## config.mk

```make
export PLATFORM = sky130hd
export DESIGN_NAME = frame_timer_ctrl
export DESIGN_NICKNAME = d
export VERILOG_FILES = /design/src/rtl/frame_timer_ctrl.sv
export SDC_FILE = /design/constraint.sdc
export NUM_CORES = 1
export LEC_CHECK = 0
export BUFFER_PORTS_ARGS = -buffer_cell sky130_fd_sc_hd__clkbuf_2
export CORE_ASPECT_RATIO = 1.2
export CORE_UTILIZATION = 35
export CTS_CLUSTER_DIAMETER = 80
export DETAILED_ROUTE_END_ITERATION = 10
export RECOVER_POWER = 100
export SLEW_MARGIN = 20
export SYNTH_ARGS = -nofsm -noshare
export SYNTH_HDL_FRONTEND = slang
export SYNTH_SLANG_ARGS = --single-unit
```

## constraint.sdc

```tcl
create_clock -name clk -period 2.6 [get_ports clk]
set_input_delay 0.26 -clock clk [delete_from_list [all_inputs] [get_ports clk]]
set_output_delay 0.26 -clock clk [all_outputs]
set_load 0.02 [all_outputs]
```

## src/rtl/frame_timer_ctrl.sv

```systemverilog
// Bit-period / bit-count sequencer for serial frames: one shift strobe per bit period,
// then a single-cycle frame_done. Tick counter runs 1..ticks_l and rolls back to 1.
module frame_timer_ctrl #(
    parameter int unsigned TICK_BITS = 4,
    parameter int unsigned BIT_BITS  = 4
) (
    input  logic                 clk,
    input  logic                 rst,
    input  logic                 start,
    input  logic                 abort,
    input  logic [TICK_BITS-1:0] ticks_per_bit,
    input  logic [BIT_BITS-1:0]  bits_per_frame,
    output logic                 busy,
    output logic                 shift_strobe,
    output logic                 frame_done,
    output logic                 cfg_err,
    output logic [TICK_BITS-1:0] tick_count,
    output logic [BIT_BITS-1:0]  bit_count
);

    typedef enum logic [1:0] {StIdle, StRun, StDone} state_e;

    localparam logic [TICK_BITS-1:0] TickOne = TICK_BITS'(1);
    localparam logic [BIT_BITS-1:0]  BitOne  = BIT_BITS'(1);

    state_e                state_q, state_d;
    logic [TICK_BITS-1:0]  tick_q, tick_d;
    logic [BIT_BITS-1:0]   bit_q, bit_d;
    logic [TICK_BITS-1:0]  ticks_l_q, ticks_l_d;
    logic [BIT_BITS-1:0]   bits_l_q, bits_l_d;
    logic                  cfg_err_q, cfg_err_d;

    logic strobe;
    logic last_bit;
    logic cfg_ok;

    assign strobe   = (state_q == StRun) && (tick_q == ticks_l_q);
    assign last_bit = (bit_q == (bits_l_q - BitOne));
    assign cfg_ok   = (ticks_per_bit != '0) && (bits_per_frame != '0);

    always_comb begin
        state_d   = state_q;
        tick_d    = tick_q;
        bit_d     = bit_q;
        ticks_l_d = ticks_l_q;
        bits_l_d  = bits_l_q;
        cfg_err_d = 1'b0;

        if (abort) begin
            // abort wins over start and over the DONE->IDLE step alike
            state_d = StIdle;
            tick_d  = '0;
            bit_d   = '0;
        end else begin
            unique case (state_q)
                StIdle: begin
                    if (start) begin
                        if (cfg_ok) begin
                            state_d   = StRun;
                            ticks_l_d = ticks_per_bit;
                            bits_l_d  = bits_per_frame;
                            tick_d    = TickOne;
                            bit_d     = '0;
                        end else begin
                            cfg_err_d = 1'b1;
                        end
                    end
                end
                StRun: begin
                    if (strobe) begin
                        if (last_bit) begin
                            state_d = StDone;
                            tick_d  = '0;
                            bit_d   = bits_l_q;
                        end else begin
                            tick_d = TickOne;
                            bit_d  = bit_q + BitOne;
                        end
                    end else begin
                        tick_d = tick_q + TickOne;
                    end
                end
                StDone: begin
                    state_d = StIdle;
                    tick_d  = '0;
                    bit_d   = '0;
                end
                default: begin
                    state_d = StIdle;
                    tick_d  = '0;
                    bit_d   = '0;
                end
            endcase
        end
    end

    always_ff @(posedge clk or posedge rst) begin
        if (rst) begin
            state_q   <= StIdle;
            tick_q    <= '0;
            bit_q     <= '0;
            ticks_l_q <= '0;
            bits_l_q  <= '0;
            cfg_err_q <= 1'b0;
        end else begin
            state_q   <= state_d;
            tick_q    <= tick_d;
            bit_q     <= bit_d;
            ticks_l_q <= ticks_l_d;
            bits_l_q  <= bits_l_d;
            cfg_err_q <= cfg_err_d;
        end
    end

    // All outputs decode registers only, so reset clears them without waiting for an edge
    assign busy         = (state_q != StIdle);
    assign shift_strobe = strobe;
    assign frame_done   = (state_q == StDone);
    assign cfg_err      = cfg_err_q;
    assign tick_count   = tick_q;
    assign bit_count    = bit_q;

endmodule
```

==> qor.yml, run 1 <==
outcome:
  status: "finished clean"
sta:
  whs_ns: 0.0512
  finalSetupViolations: 0
  fmax_mhz: 428
  relSlewSlack: 0.515
  setup_tns_ns: 0
  timing_hold_violations_final: 0
  fin_crit_sh: 0.898
  grt_setup_unrepaired: "false"
  worst_pin_slew_ns: 0.726
  setup_ws_ns: 0.265
  period_needed_ns: 2.34
  slew_violations: 0
  fin_skew_ns: 0.00305
yosys:
  ys_ff_latch: 19
  synth_nets: 123
  yosys_warnings: 0
  synthMuxAreaShare: 0.0824
  dominantRegCellSynth: "dfrtp_1"
  synth_fa_ha_area_frac: 0.0353
  seq_area_frac_synth: 0.447
  synth_compound_area_frac: 0.124
  async_reset_ff_frac: 1.00
  synthMostInstantiatedCell: "dfrtp_1"
  synth_xor_area_frac: 0.0824
  syn_area_mm2: 0.00106
  synthSimpleGateAreaFrac: 0.196
  synth_commonest_cells: "19 x dfrtp_1, 9 x nand2_1, 8 x nor2_1, 7 x inv_1, 7 x o21ai_0"
  synth_cells: 108
  synth_top_area_frac: 0.447
  synth_top_family_by_area: "simple AND/OR/NAND/NOR gates"
  synth_top_cell_by_area: "dfrtp_1"
  avgSynthCellArea_um2: 9.85
  yosysUniqueCellTypes: 34
  ys_top_cells_by_area: "dfrtp_1 45%, mux2_2 6.4%, xor2_1 4.9%"
  synth_edf_count: 0
clock_network:
  htreeDepth: 1
  numCtsBuffers: 3
  clockBufferDepth: 2
  clk_pin_slew_worst_paths_ns: 0.11
  cts_root_buffer: "clkbuf_4"
  cts_tree: "built"
  clock_latency_ns: 0.29
  clock_sinks: 19
  cts_post_setup_buffers_inserted: 0
  ctsHoldBuffers: 0
  post_cts_resized: 0
run:
  drv_cap: 0
floorplan:
  dieArea_mm2: 0.00326
  fp.dieW_um: 52.3
  rows: 21
  start_util: 0.375
  io_pins: 24
  coreArea_mm2: 0.00284
  die_y_um: 62.4
placement:
  place_hpwl_mm: 1.74
  postPlaceCellArea_mm2: 0.00124
  port_buffers: 23
  place_congestion: 0.859
  place_ws_ns: 0.467
route:
  num_vias: 871
  drt_pass1_iterations: 4
  wl_per_cell_um: 13.0
  first_iter_violations: 18
  wirelength_mm: 2.23
  post_drt_via_cell_ratio: 5.09
  antenna_left: 0
  drc_errors: 0
global_route:
  grt_pass1_vias: 885
  track_usage: 0.164
  grt_overflow_total: 0
  antenna_found_initial: 0
  grt_pass1_wl_mm: 4.01
  grt_max_degree: 20
worst_setup_path:
  cp-start-kind: "register"
  arrival_ns: 2.08
  worstSetupPathType: "register to output port"
  cp.required_ns: 2.34
  critPathMaxFanout: 7
  cp-end-kind: "output port"
cells_and_area:
  fin_util: 0.438
  fin_area_mm2: 0.00124
  area_delta_synth_final_pct: 16.8
  antenna_cells: 0
  drive_above_1_share: 0.175
  fin_nets: 153
  nFillCells: 290
power_and_ir_drop:
  p_leak_uw: 0.000571
  vdd_drop_max_mv: 0.351
  cellPowerDensity_mw_per_mm2: 627
min_path:
  holdCritPathClass: "primary input to async pin"
cells in the final DEF (no fill, tap or decap), drive strengths merged, types with 2 or more instances in the layout:
cell    instances
o21ai           7
nor2b           2
nor3            3
nor4            2
clkbuf         30
xor2            6
a21boi          2
o31ai           2
ha              3
inv             7
nand3           4
or3             2
mux2            6
dfrtp          19
mux2i           2
nand2           9
nor2            8
nor3b           2
xnor2           4
a31oi           3
through the flow:
| step | power [µW] | cells |
|---|---|---|
| global route | 843 | 171 |
| detailed placement | 642 | 167 |
| global placement | 634 | 167 |
| CTS | 795 | 171 |
| floorplan | 570 | 108 |
| finish | 779 | 171 |
final timing paths:
check / from / to / slack, ns / cells after the start
setup / recovery: tick_count[1] / shift_strobe / 0.26 / 4
hold / removal: rst / cfg_err / 0.05 / 2
setup reg to reg: tick_count[1] / tick_count[0] / 0.45 / 5
hold reg to reg: ticks_l_q[3] / ticks_l_q[3] / 0.55 / 1
max in group asynchronous: rst / bit_count[2] / 2.09 / 2
min in group clk: bits_per_frame[1] / bits_l_q[1] / 0.20 / 3
worst max-delay path, cell delays in order, from the launching register on:
cell and delay (ns):
dfrtp_1 0.46, xor2_1 0.19, or4_1 0.65, nor3b_1 0.23, clkbuf_1 0.25
area by class of cell:
| type | count | area [µm²] | share of cell area |
|---|---|---|---|
| tap | 34 | 42.5 | 0.0342 |
| sequential | 19 | 475 | 0.383 |
| inverter | 7 | 26.3 | 0.0211 |
| multi-input combinational | 80 | 553 | 0.445 |
| timing repair buffer | 27 | 119 | 0.0957 |
| clock buffer | 4 | 26.3 | 0.0211 |
logic make-up after synthesis:
| logic type | after synthesis |
|---|---|
| AOI/OAI and AO/OA | 20 |
| xor gates and xnor gates | 10 |
| DFF | 19 |
| muxes | 8 |
| adders and majority gates | 3 |
| buffers and inverters | 9 |
| and+or+nand+nor | 39 |
power by group:
group	switching (µW)	leakage, µW	internal [µW]
sequential	47.3	0.000246	339
clock	91.5	0.0000150	59.6
combinational	129	0.000311	113
total	268	0.000571	512
metal layers:
layer | vias up | GRT usage | part of all wire
li1 | 441 | - | -
met1 | 407 | 0.219 | 0.47
met2 | 19 | 0.245 | 0.48
met3 | 4 | 0.0292 | 0.029
met4 | 0 | 0.0855 | 0.017
met5 | - | 0 | 0
sequential cells by signal, summed over array words and instances, names as in the netlist:
name / cells
state_q: 2
bit_count: 4
tick_count: 4
ticks_l_q: 4
cfg_err: 1
bits_l_q: 4
No activity file was read; power rests on OpenSTA's default activity.
==> run 2, diff against run 1 <==
- CORE_ASPECT_RATIO: 1.2 -> 0.8
==> run 2 against run 1 <==
  * Register-to-register slack about the same
  * First-iteration DRC count down 50%
  * Final cell count rose by 1.2%
  * Wire length grew 0.67%
  * Sequential cell count unchanged
  * Combinational power is essentially flat
  * Fmax up 2.1%
  * Core utilization rose by 0.75 points
  * Sequential share of layout area is 0.53 points lower
  * Largest cell class unchanged
  * Highest routed layer unchanged
==> qor.yml, run 2 (synthesis results as in run 1) <==
placement:
  dp_cells: 169  # +1.2%
  postPlaceCellArea_mm2: 0.00123  # -0.81%
  place_congestion: 0.829  # -3.5%
  place_hpwl_mm: 1.76  # +1.2%
  port_buffers: 23  # unchanged
worst_setup_path:
  cp-end-kind: "output port"
  timing.rr.end: "tick_count[0]"
  critPathMaxFanout: 7  # unchanged
  arrival_ns: 2.03  # -0.05 ns
  cp.required_ns: 2.34  # about the same
  worst_r2r_path_depth: 5  # unchanged
  reg2reg_from: "tick_count[1]"
  cp-start-kind: "register"
  worstSetupPathType: "register to output port"
  rrSetupSlack_ns: 0.46  # about the same
clock_network:
  clock_sinks: 19  # unchanged
  clockBufferDepth: 2  # unchanged
  post_cts_resized: 0  # unchanged
  cts_root_buffer: "clkbuf_8"
  clock_latency_ns: 0.25  # -0.04 ns
  ctsHoldBuffers: 0  # unchanged
  htreeDepth: 1  # unchanged
  cts_post_setup_buffers_inserted: 0  # unchanged
  cts_tree: "built"
  numCtsBuffers: 3  # unchanged
  clk_pin_slew_worst_paths_ns: 0.07  # -0.04 ns
power_and_ir_drop:
  p_clk_frac: 0.241  # +0.047
  vdd_drop_max_mv: 0.320  # -8.6%
  p_switching_uw: 270  # +0.99%
  seq_power_share: 0.470  # -0.026
  p_sw_frac: 0.326  # -0.0170
  cellPowerDensity_mw_per_mm2: 657  # +4.8%
  p_int_uw: 558  # +9.0%
  p_leak_uw: 0.000579  # +1.4%
  p_comb_frac: 0.290  # -0.020
cells_and_area:
  layout_commonest_cell: "dfrtp_1"
  drive_above_1_share: 0.185  # +0.0100
  fin_area_mm2: 0.00126  # +1.4%
  fin_nets: 151  # -1.3%
  nFillCells: 287  # -1.0%
  instances_no_fill: 173  # +1.2%
  layout_common_cells: "19 x dfrtp_1, 13 x clkbuf_1, 11 x clkbuf_2, 9 x nand2_1, 8 x nor2_1"
  area_delta_synth_final_pct: 18.5
  antenna_cells: 0  # unchanged
  fin_util: 0.445  # +0.00755
sta:
  fin_skew_ns: 0.00250  # -0.000548 ns
  grt_setup_unrepaired: "false"
  slew_violations: 0  # unchanged
  relSlewSlack: 0.531  # +0.0155
  fmax_mhz: 437  # +2.1%
  setup_tns_ns: 0  # unchanged
  timing_hold_violations_final: 0  # unchanged
  whs_ns: 0.0858  # +0.0346 ns
  worst_pin_slew_ns: 0.703  # -0.0232 ns
  period_needed_ns: 2.29  # -0.0486 ns
  finalSetupViolations: 0  # unchanged
  fin_crit_sh: 0.879  # -0.0187
route:
  wirelength_mm: 2.24  # +0.67%
  drt_pass1_iterations: 4  # unchanged
  drc_errors: 0  # unchanged
  antenna_left: 0  # unchanged
  first_iter_violations: 9  # -9
  wl_per_cell_um: 13.0  # -0.49%
  post_drt_via_cell_ratio: 5.20  # +2.1%
  num_vias: 900  # +3.3%
floorplan:
  io_pins: 24  # unchanged
  dieArea_mm2: 0.00326  # about the same
  start_util: 0.376  # +0.00116
  fp.dieW_um: 63.6  # +22%
  die_y_um: 51.3  # -18%
  coreArea_mm2: 0.00283  # -0.31%
  rows: 17  # -19%
global_route:
  grt_pass1_vias: 848  # -4.2%
  antenna_found_initial: 0  # unchanged
  grt_max_degree: 20  # unchanged
  grt_overflow_total: 0  # unchanged
  track_usage: 0.161  # -0.00276
  grt_pass1_wl_mm: 3.95  # -1.5%
run:
  drv_cap: 0  # unchanged
min_path:
  holdCritPathClass: "primary input to async pin"
outcome:
  status: "finished clean"
## run 2: layer usage
metal	up-vias	GRT usage	wire length [µm]
met4	0	0.0568	27
met5	-	0	0
met3	2	0.0424	130
met2	27	0.250	1010
li1	437	-	-
met1	434	0.215	1070
## run 2: stage by stage
step           worst slack, ns  power [µW]
2_1_floorplan            0.484         570
3_3_place_gp             0.492         631
3_5_place_dp             0.475         640
4_1_cts                  0.380         843
5_1_grt                  0.212         890
6_report                 0.314         828
## run 2: worst max path at each step
stage                  start             to  slack, ns  cells past startpoint
3_5_place_dp   tick_count[1]  tick_count[0]       0.48                      5
4_1_cts        tick_count[1]   shift_strobe       0.38                      4
3_3_place_gp   tick_count[1]  tick_count[0]       0.49                      5
2_1_floorplan  tick_count[1]   shift_strobe       0.48                      4
6_report       tick_count[1]   shift_strobe       0.31                      4
5_1_grt        tick_count[1]   shift_strobe       0.21                      4
## run 2: worst max-delay path, stage by stage (launching register included)
cell	delay (ns)
dfrtp_1	0.44
xor2_1	0.19
or4_1	0.66
nor3b_1	0.23
clkbuf_1	0.26
## run 2: cell type report
type                       instances  area [µm²]  area share
clock buffer                       3        41.3      0.0328
clock inverter                     1        5.00     0.00397
inverter                           7        26.3      0.0209
multi-input combinational         80         553       0.439
sequential                        19         475       0.377
tap                               38        47.5      0.0377
timing repair buffer              25         111      0.0884
## run 2: power by group through the flow
stage          clock (µW)  combinational (µW)  sequential (µW)
3_5_place_dp            0                 245              394
6_report              199                 240              389
4_1_cts               208                 247              388
5_1_grt               223                 269              398
3_3_place_gp            0                 240              392
2_1_floorplan           0                 179              392
==> run 3, diff against run 2 <==
- GPL_TIMING_DRIVEN: unset -> 0
==> run 3 against run 2 <==
  * Core utilization is 0.13 points lower
  * Final cell count is the same
  * Fmax down 0.88%
  * Via count is 2.0% lower
  * Setup slack got worse by 0.020 ns
  * Global-route usage shrank 0.68 points
  * Clock power grew 3%
  * Worst hold slack improved by 0.0042 ns
  * Critical path depth up 1
  * Largest cell class unchanged
  * Largest power group unchanged
==> qor.yml, run 3 (synthesis results as in run 1) <==
outcome:
  status: "finished clean"
placement:
  port_buffers: 23  # unchanged
  place_ws_ns: 0.446  # -0.0292 ns
  place_hpwl_mm: 1.72  # -2.5%
  place_congestion: 0.759  # -8.4%
route:
  wirelength_mm: 2.20  # -2.1%
  dr_wl_met3_um: 104  # -20%
  met1_length_mm: 1.13  # +5.0%
  antenna_left: 0  # unchanged
  drc_errors: 0  # unchanged
  wl_per_cell_um: 12.7  # -2.1%
  first_iter_violations: 25  # +16
  drt_pass1_iterations: 4  # unchanged
  wl_met2_um: 947  # -6.4%
  routed.top_layer: "met4"
  post_drt_via_cell_ratio: 5.10  # -2.0%
  num_vias: 882  # -2.0%
floorplan:
  die_y_um: 51.3  # unchanged
  rows: 17  # unchanged
  start_util: 0.376  # unchanged
  dieArea_mm2: 0.00326  # unchanged
  fp.dieW_um: 63.6  # unchanged
  io_pins: 24  # unchanged
  coreArea_mm2: 0.00283  # unchanged
sta:
  setup_ws_ns: 0.293  # -0.0203 ns
  whs_ns: 0.0900  # +0.00422 ns
  finalSetupViolations: 0  # unchanged
  relSlewSlack: 0.363  # -0.167
  grt_setup_unrepaired: "false"
  setup_tns_ns: 0  # unchanged
  worst_pin_slew_ns: 0.943  # +0.239 ns
  fin_crit_sh: 0.887  # +0.00782
  fmax_mhz: 434  # -0.88%
  slew_violations: 0  # unchanged
  period_needed_ns: 2.31  # +0.0203 ns
  timing_hold_violations_final: 0  # unchanged
  fin_skew_ns: 0.00504  # +0.00254 ns
clock_network:
  cts_tree: "built"
  clockBufferDepth: 2  # unchanged
  clock_latency_ns: 0.26  # about the same
  htreeDepth: 1  # unchanged
  clock_sinks: 19  # unchanged
  cts_post_setup_buffers_inserted: 0  # unchanged
  ctsHoldBuffers: 0  # unchanged
  clk_pin_slew_worst_paths_ns: 0.07  # about the same
  numCtsBuffers: 3  # unchanged
  cts_root_buffer: "clkbuf_8"
  post_cts_resized: 0  # unchanged
global_route:
  grt_pass1_vias: 819  # -3.4%
  grt_max_degree: 20  # unchanged
  grt_pass1_wl_mm: 3.80  # -3.7%
  track_usage: 0.154  # -0.00682
  antenna_found_initial: 0  # unchanged
  grt_overflow_total: 0  # unchanged
worst_setup_path:
  cp-end-kind: "output port"
  crit_family: "simple AND/OR/NAND/NOR gates"
  cpPeakStageDelay_ns: 0.52  # -0.14 ns
  worstSetupPathType: "register to output port"
  arrival_ns: 2.05  # +0.02 ns
  cpMaxStageDelayCell: "or4_1"
  crit_path_frequent_cell: "clkbuf_1"
  cp.required_ns: 2.34  # about the same
  cp_cell_sequence: "xor2_1 > or4_1 > clkbuf_1 > nor3b_1 > clkbuf_1"
  worst-path-buf-inv: 2  # +1
  critPathMaxFanout: 7  # unchanged
  cp-start-kind: "register"
cells_and_area:
  fin_nets: 151  # unchanged
  layout_commonest_cell: "dfrtp_1"
  area_delta_synth_final_pct: 18.1
  antenna_cells: 0  # unchanged
  layout_common_cells: "19 x dfrtp_1, 14 x clkbuf_1, 11 x clkbuf_2, 9 x nand2_1, 8 x nor2_1"
  fin_util: 0.444  # -0.00133
  drive_above_1_share: 0.178  # -0.00741
  nFillCells: 276  # -3.8%
min_path:
  holdCritPathClass: "primary input to async pin"
power_and_ir_drop:
  p_leak_uw: 0.000577  # -0.39%
  vdd_drop_max_mv: 0.430  # +34%
  cellPowerDensity_mw_per_mm2: 663  # +0.87%
run:
  drv_cap: 0  # unchanged
run 3: cell count changes in the layout (fill, tap and decap cells not counted):
cell	before	now
and2_0	1	0
and2_1	0	1
buf_4	1	0
clkbuf_1	13	14
run 3: layer usage:
layer	global-route usage	up-vias
li1	-	439
met3	0.0446	2
met4	0.0455	0
met5	0	-
met1	0.203	417
met2	0.245	24
run 3: layout make-up:
type                    count  area, µm²  share of cell area
flip-flops and latches     19        475               0.378
repair buffers             23        100              0.0797
inverters                   7       26.3              0.0209
plain buffers               2       7.51             0.00598
multi-input cells          80        553               0.440
clock buffers               3       41.3              0.0329
clock inverters             1       5.00             0.00398
well taps                  38       47.5              0.0378
run 3: worst paths after layout:
kind / start / endpoint / slack [ns] / cells after the start
worst max register to register: state_q[0] / ticks_l_q[1] / 0.41 / 5
worst min-delay path: rst / bits_l_q[2] / 0.09 / 2
max in group asynchronous: rst / bit_count[1] / 2.05 / 2
min in group clk: bits_per_frame[0] / bits_l_q[0] / 0.23 / 3
worst min register to register: tick_count[3] / tick_count[3] / 0.53 / 1
worst max-delay path: tick_count[1] / shift_strobe / 0.29 / 5
run 3: where the power goes:
group | internal (µW) | switching (µW) | total [µW] | leakage [µW]
sequential | 339 | 47.3 | 387 | 0.000246
combinational | 111 | 129 | 241 | 0.000306
clock | 107 | 98.7 | 205 | 0.0000255
total | 557 | 275 | 833 | 0.000577
run 3: per-stage QoR:
step	std cells	power (µW)	instance area [µm²]
6_report	173	833	1260
4_1_cts	173	843	1270
3_3_place_gp	169	628	1230
3_5_place_dp	169	637	1230
5_1_grt	173	890	1260
2_1_floorplan	108	570	1060
